==> src/rtl/irq_sequencer_pkg.sv <==
// Shared definitions for the interrupt sequencer: FSM encoding, sizing limits
// and default handler-vector layout.
package irq_sequencer_pkg;

  localparam int N_IRQ_MAX = 16;
  localparam int IRQ_ID_W  = 4;

  localparam logic [31:0] VECTOR_BASE_DEF   = 32'h0000_0100;
  localparam logic [31:0] VECTOR_STRIDE_DEF = 32'h0000_0010;

  typedef enum logic [1:0] {
    S_IDLE   = 2'd0,
    S_ENTER  = 2'd1,
    S_ACTIVE = 2'd2,
    S_RETURN = 2'd3
  } irq_state_e;

  // Handler address for a given irq index, truncated to the PC width by the caller.
  function automatic logic [31:0] vectorAddr(input logic [IRQ_ID_W-1:0] id,
                                             input logic [31:0] base,
                                             input logic [31:0] stride);
    return base + (32'(id) * stride);
  endfunction

endpackage

==> src/rtl/irq_sequencer_priority_enc.sv <==
// Fixed-priority encoder: lowest set index of the eligible vector wins.
module irq_sequencer_priority_enc
  import irq_sequencer_pkg::*;
#(
  parameter int N_IRQ = 4
) (
  input  logic [N_IRQ-1:0]    eligible_i,
  output logic                valid_o,
  output logic [IRQ_ID_W-1:0] id_o
);

  // Scan high to low so the last hit, the lowest index, is what remains.
  always_comb begin
    valid_o = 1'b0;
    id_o    = '0;
    for (int i = N_IRQ - 1; i >= 0; i--) begin
      if (eligible_i[i]) begin
        valid_o = 1'b1;
        id_o    = IRQ_ID_W'(i);
      end
    end
  end

endmodule

==> src/rtl/irq_sequencer.sv <==
// Interrupt entry/return sequencer: latches irq edges, picks a safe cycle to
// enter the single-level handler and drives the PC redirect pulses.
module irq_sequencer
  import irq_sequencer_pkg::*;
#(
  parameter int          N_IRQ         = 4,
  parameter int          PC_WIDTH      = 32,
  parameter logic [31:0] VECTOR_BASE   = VECTOR_BASE_DEF,
  parameter logic [31:0] VECTOR_STRIDE = VECTOR_STRIDE_DEF
) (
  input  logic                clk_in,
  input  logic                rst_n_in,
  input  logic [N_IRQ-1:0]    irq_in,
  input  logic                irq_enable_in,
  input  logic [N_IRQ-1:0]    irq_mask_in,
  input  logic [PC_WIDTH-1:0] pc_EX_in,
  input  logic                stall_IF_ID_signal_in,
  input  logic                flush_ID_signal_in,
  input  logic                return_instr_signal_in,
  output logic                interrupt_signal_out,
  output logic                return_interrupt_signal_out,
  output logic                pc_load_signal_out,
  output logic [PC_WIDTH-1:0] pc_target_out,
  output logic                irq_active_out,
  output logic [3:0]          irq_id_out,
  output logic [N_IRQ-1:0]    irq_pending_out
);

  irq_state_e            state_q, state_d;
  logic [N_IRQ-1:0]      pending_q, pending_d;
  logic [N_IRQ-1:0]      irqPrev_q;
  logic [PC_WIDTH-1:0]   savedPc_q, savedPc_d;
  logic [IRQ_ID_W-1:0]   irqId_q, irqId_d;

  logic [N_IRQ-1:0]      eligible;
  logic [N_IRQ-1:0]      riseEdges;
  logic [N_IRQ-1:0]      clearMask;
  logic                  winValid;
  logic [IRQ_ID_W-1:0]   winId;
  logic                  takeIrq;
  logic [31:0]           vecFull;

  assign eligible  = irq_enable_in ? (pending_q & irq_mask_in) : '0;
  assign riseEdges = irq_in & ~irqPrev_q;

  irq_sequencer_priority_enc #(
    .N_IRQ(N_IRQ)
  ) u_prio (
    .eligible_i(eligible),
    .valid_o   (winValid),
    .id_o      (winId)
  );

  // Entry only from IDLE and only when the pipeline is not already stalling or flushing.
  assign takeIrq   = (state_q == S_IDLE) && winValid &&
                     !stall_IF_ID_signal_in && !flush_ID_signal_in;
  assign clearMask = takeIrq ? (N_IRQ'(1) << winId) : '0;

  always_comb begin
    state_d   = state_q;
    pending_d = (pending_q & ~clearMask) | riseEdges;
    savedPc_d = savedPc_q;
    irqId_d   = irqId_q;
    unique case (state_q)
      S_IDLE: begin
        if (takeIrq) begin
          state_d   = S_ENTER;
          savedPc_d = pc_EX_in;
          irqId_d   = winId;
        end
      end
      S_ENTER:  state_d = S_ACTIVE;
      S_ACTIVE: begin
        if (return_instr_signal_in) begin
          state_d = S_RETURN;
        end
      end
      S_RETURN: state_d = S_IDLE;
      default:  state_d = S_IDLE;
    endcase
  end

  always_ff @(posedge clk_in or negedge rst_n_in) begin
    if (!rst_n_in) begin
      state_q   <= S_IDLE;
      pending_q <= '0;
      irqPrev_q <= '0;
      savedPc_q <= '0;
      irqId_q   <= '0;
    end else begin
      state_q   <= state_d;
      pending_q <= pending_d;
      irqPrev_q <= irq_in;
      savedPc_q <= savedPc_d;
      irqId_q   <= irqId_d;
    end
  end

  assign vecFull = vectorAddr(irqId_q, VECTOR_BASE, VECTOR_STRIDE);

  // Outputs are decoded purely from registered state.
  always_comb begin
    interrupt_signal_out        = 1'b0;
    return_interrupt_signal_out = 1'b0;
    pc_load_signal_out          = 1'b0;
    pc_target_out               = '0;
    irq_active_out              = 1'b0;
    unique case (state_q)
      S_ENTER: begin
        interrupt_signal_out = 1'b1;
        pc_load_signal_out   = 1'b1;
        pc_target_out        = PC_WIDTH'(vecFull);
      end
      S_ACTIVE: irq_active_out = 1'b1;
      S_RETURN: begin
        return_interrupt_signal_out = 1'b1;
        pc_load_signal_out          = 1'b1;
        pc_target_out               = savedPc_q;
      end
      default: ;
    endcase
  end

  assign irq_id_out      = irqId_q;
  assign irq_pending_out = pending_q;

  aEnterThenActive: assert property (@(posedge clk_in) disable iff (!rst_n_in)
    (state_q == S_ENTER) |=> (state_q == S_ACTIVE));
  aReturnThenIdle: assert property (@(posedge clk_in) disable iff (!rst_n_in)
    (state_q == S_RETURN) |=> (state_q == S_IDLE));
  aPulsesExclusive: assert property (@(posedge clk_in) disable iff (!rst_n_in)
    !(interrupt_signal_out && return_interrupt_signal_out));
  aLineCount: assert property (@(posedge clk_in) (N_IRQ >= 1) && (N_IRQ <= N_IRQ_MAX));

endmodule

==> config.mk <==
export PLATFORM = sky130hd
export DESIGN_NAME = irq_sequencer
export DESIGN_NICKNAME = d
export VERILOG_FILES = /design/src/rtl/irq_sequencer_pkg.sv /design/src/rtl/irq_sequencer_priority_enc.sv /design/src/rtl/irq_sequencer.sv
export SDC_FILE = /design/constraint.sdc
export NUM_CORES = 1
export LEC_CHECK = 0
export CAP_MARGIN = 10
export CORE_UTILIZATION = 38
export DETAILED_ROUTE_END_ITERATION = 8
export PLACE_DENSITY_LB_ADDON = 0.2
export SLEW_MARGIN = 5
export SYNTH_ARGS = -nofsm -noshare
export SYNTH_HDL_FRONTEND = slang
export SYNTH_SLANG_ARGS = --single-unit
export TNS_END_PERCENT = 100
==> constraint.sdc <==
create_clock -name clk_in -period 1.9 [get_ports clk_in]
set_clock_uncertainty 0.05 [all_clocks]
set_input_delay 0.19 -clock clk_in [delete_from_list [all_inputs] [get_ports clk_in]]
set_output_delay 0.19 -clock clk_in [all_outputs]
set_load 0.02 [all_outputs]
# == Yosys cells after proc, flatten, opt, wreduce, memory -nomap -nowiden ==
# Cells that the tools add are included.
# totals
regBits,46
mem_bits_ro,0
in_bits,46
latch_bits,0
output_inout_bits,44
n_memories,0
mem_bits_rw,0
wordCells,45
# op_classes
add_sub_neg,1
n_mul,0
bitwise,6
n_eq_ne,5
shift,1
n_reduce_logical,9
magnitude_cmp,0
mux,18
n_div,0
# op_table
operator,count
$pmux W32 S2,1
$and A4 B4 Y4,3
$mux W2,6
$add A9 B8 Y10 const A,1
$mux W1,8
$mux W4,2
$not A4 Y4,2
$pmux W2 S4,1
$eq A2 B2 Y1 const B,2
$ne A2 B2 Y1 const B,2
$or A4 B4 Y4,1
$reduce_and A2 Y1,2
$shl A1 B4 Y4 const A,1
$logic_and A1 B1 Y1,3
$eq A2 B1 Y1 const B,1
$logic_not A1 Y1,2
$logic_not A2 Y1,1
$reduce_or A2 Y1,1

# == Longest topological paths before layout ==
# depth
word_depth,13
ltp_mapped,7
depth_no_buf,6

# == By module ==
# From an unflattened synthesis, not the netlist that was laid out.
# unflattened
hier_cells,162
area_unflattened_um2,2117.0
# modules_own_cells
module,area_per_inst_um2,cells_per_inst,n_inst,seq_area_each_um2
irq_sequencer,2063.2,152,1,1151.1
irq_sequencer_priority_enc,53.8,10,1,0.0

# == Worst setup path before layout ==
# Ideal clock, no wire load.
# synth_path
path_kind,flip-flop to flip-flop
start,register state_q[0]
end,register state_q[1]
path_buffers,0
required_time_ns,1.725
period_less_slack_ns,1.726
path_stages_with_launch,7
setup_ns,0.125
setup_slack_ns,0.174
arrival_time_ns,1.551
path_cell_list,dfrtp_1 inv_1 ha_1 and4bb_2 o21ai_4 a21oi_2 mux2_4
# synth_via
elab_chain_cells,6
word_cells_on_any_way,11
classes_between,5 x eq/ne; 1 x mux; 5 x reduce/logical
# synth_rtl
item,line,rtl
"start, declared",irq_sequencer.sv:29,"irq_state_e state_q, state_d;"
"start signal, assigned",irq_sequencer.sv:91,state_q <= state_d;
$logic_not A2 Y1,"irq_sequencer.sv:55, irq_sequencer.sv:64",
$logic_and A1 B1 Y1 (2 in a row),irq_sequencer.sv:55,assign takeIrq = (state_q == S_IDLE) && winValid &&
$logic_and A1 B1 Y1,irq_sequencer.sv:56,!stall_IF_ID_signal_in && !flush_ID_signal_in;
$ne A2 B2 Y1 (no source line),-,
$reduce_and A2 Y1 (no source line),-,
# Parallel ways exist; a longest one is shown, timed or not.
# A chain may end at the register's enable or synchronous reset.

# == Final worst setup path ==
# Ends and elaborated chain as after synthesis.

==> results by group <==
STA
  • Tmin final: 1813 ps
  • Fmax achieved: roughly 550 MHz
  • Slew Limit Fails: 0
  • Final hold vios: 0
  • RSZ-0062 raised after global routing: yes
  • Final Hold Slack: 311.7 ps
  • Fin crit share: 95.43%
  • Setup violators final: 0

Setup path
  • Max Fanout on Critical Path: 4
  • Required @ worst endpoint: 2040 ps
  • Crit path launch type: flop
  • Cells along the critical path: buf_4 -> inv_2 -> ha_4 -> and4bb_2 -> o21ai_4 -> a21oi_2 -> mux2_4
  • Arr. time, crit path: between 1500 and 2000 ps
  • Cell with the largest stage delay on the worst path: dfrtp_1
  • Critical path's largest stage delay: roughly 400 ps
  • WS Path Type: reg2reg
  • CP top delay family: flip-flops
  • Buf/Inv on CP: 2
  • Setup crit end kind: flop

Synthesis
  • Cell area after synthesis: 0.002043 mm²
  • Yosys cell types: 28
  • Register bit count reported by yosys: 44
  • Mapped Cells: 230
  • Avg Inst Size Synth: 8.884 µm²
  • Yosys warns: 0
  • Register area share after synthesis: 53.89%

Clock tree
  • CTS tree: done
  • Clock Sinks: 44
  • Clk buf depth: 2
  • Skew-Pair Late Insertion Delay: 290 ps
  • TritonCTS buffer count: 5
  • Htree depth: 2
  • Clock slew at reported path FFs: 90 ps
  • Clock Root Buffer: clkbuf_8

Finish
  • Share of post-route cells with drive strength above 1: 16.41%
  • Synth-to-Final Area Change: 51.26%
  • Post-layout nets: 379
  • Antenna cell count: 0

Global route
  • First-pass GRT wire length: 7.734 mm
  • Vias in the first global route: roughly 1700
  • Remaining global-route overflow: 0
  • Gr usage total: 18.20%
  • Antenna violations before repair: 0
  • Largest net degree at the start of global routing: 26

Drt
  • Routed len/inst: 11.93 µm
  • Detailed Route WL: 4.761 mm
  • DR vias/cell: 4.479
  • Post-route ant nets: 0
  • Drt first pass iters: 6
  • Routed via count: 1787
  • DRC Markers: 0
  • DRT iter0 DRCs: 66

Placed design
  • DP Wirelength: 3.499 mm
  • Routability congestion estimate from global placement: 0.7353
  • Port bufs: 87

Pwr
  • Leakage: 1.592 nW
  • Peak supply drop: 517.1 µV
  • Pwr/cell area: 1312 mW/mm²
  • Tot Pwr: 4.054 mW

Floorplan
  • Die width: approximately 75 µm
  • Core area: 0.005140 mm²
  • Number of I/O pins: 90
  • Chip height: about 75 µm
  • DIE AREA: 0.005674 mm²
  • Initial Util: roughly two fifths
  • Num rows: 26

Run status
  • Status: completed

Hold path
  • HP Class: in2reg

Run
  • Max-cap violation count: 0
worst paths after layout:
path,start,to,slack [ps],cells after the start
max in group asynchronous,rst_n_in,savedPc_q[9],960,3
min in group asynchronous,rst_n_in,state_q[0],350,2
hold reg to reg,irqPrev_q[0],irq_pending_out[0],370,1
setup reg to reg,state_q[0],state_q[1],90,7
setup / recovery,state_q[0],state_q[1],90,7
hold / removal,irq_in[3],irqPrev_q[3],310,1
cells by family (layout without fill, tap and decap cells):
| family | count (synthesis) | count (layout) | share of synthesized area, % |
|---|---|---|---|
| DFF | 44 | 44 | 53.89 |
| other | 1 | 2 | 0.1835 |
| buffers and inverters | 19 | 117 | 4.593 |
| muxes | 1 | 1 | 0.7346 |
| adders and majority gates | 5 | 5 | 3.062 |
| and+or+nand+nor | 144 | 144 | 31.35 |
| AOI/OAI and AO/OA | 16 | 16 | 6.185 |
layout make-up:
type	instances	area, µm²
well taps	70	87.58
flip-flops and latches	44	1101
clock inverters	3	47.55
inverters	8	30.03
fillers	503	2049
repair buffers	101	880.8
clock buffers	5	68.82
multi-input cells	168	874.6
timing repair:
action                                  CTS  global route
hold buffers                              1             0
endpoints found under the hold margin    19             0
endpoints found under the setup margin   37            62
buffers inserted                          1             1
gates cloned                              0             0
resized for setup                        38            55
pin swaps                                 1             2
metal layers:
metal,vias up,routed length (µm),GRT usage (%)
li1,901,-,-
met1,827,2073,21.39
met2,52,2380,32.54
met3,7,240,3.968
met4,0,67,6.996
met5,-,0,0
cells in the mapped netlist, drive strengths merged:
master,count,area [µm²]
nand3,1,5.000
clkbuf,3,11.26
or2,1,6.260
a31o,1,8.760
a21o,1,7.510
nor3b,1,7.510
dfrtp,44,1101
nor2b,1,6.260
inv,8,30.03
nand4,1,6.260
nor2,1,3.750
and4bb,1,12.51
a21oi,1,8.760
a22o,4,35.03
o21a,1,7.510
mux2,1,15.01
a2bb2oi,1,8.760
nand2,106,397.9
o22ai,2,12.51
buf,8,52.55
conb,1,3.750
ha,5,62.56
o21ai,4,31.28
a31oi,1,6.260
and2,30,187.7
nand3b,1,7.510
sequential cells by signal (all words and copies together) (netlist names):
name             count
irqPrev_q            4
irq_pending_out      4
state_q              2
savedPc_q           32
irq_id_out           2
layout by cell type, fill, tap and decap left out, drive strengths merged, types with 2 or more instances in the layout:
cell type / count
clkdlybuf4s15: 11
dlygate4sd2: 4
conb: 2
nand2: 106
clkinv: 2
inv: 8
o22ai: 2
dfrtp: 44
a22o: 4
buf: 14
o21ai: 4
ha: 5
and2: 30
clkdlybuf4s50: 51
clkbuf: 25
power by group:
group          internal (mW)  switching [mW]
Sequential              1.32           0.191
Combinational          0.830           0.986
Clock                  0.396           0.327
Total                   2.55            1.50
metrics by stage:
stage	cell area (µm²)	cells	worst slack (ps)	utilization, %	TNS (ps)
floorplan	2047	231	174.1	-	0
global placement	3032	388	44.58	58.98	0
detailed placement	3032	388	12.99	58.98	0
CTS	3131	398	9.626	60.91	0
global route	3090	399	-12.92	60.13	-32.62
finish	3090	399	86.82	60.13	0
Note: power is estimated with default switching activity, not from simulation.
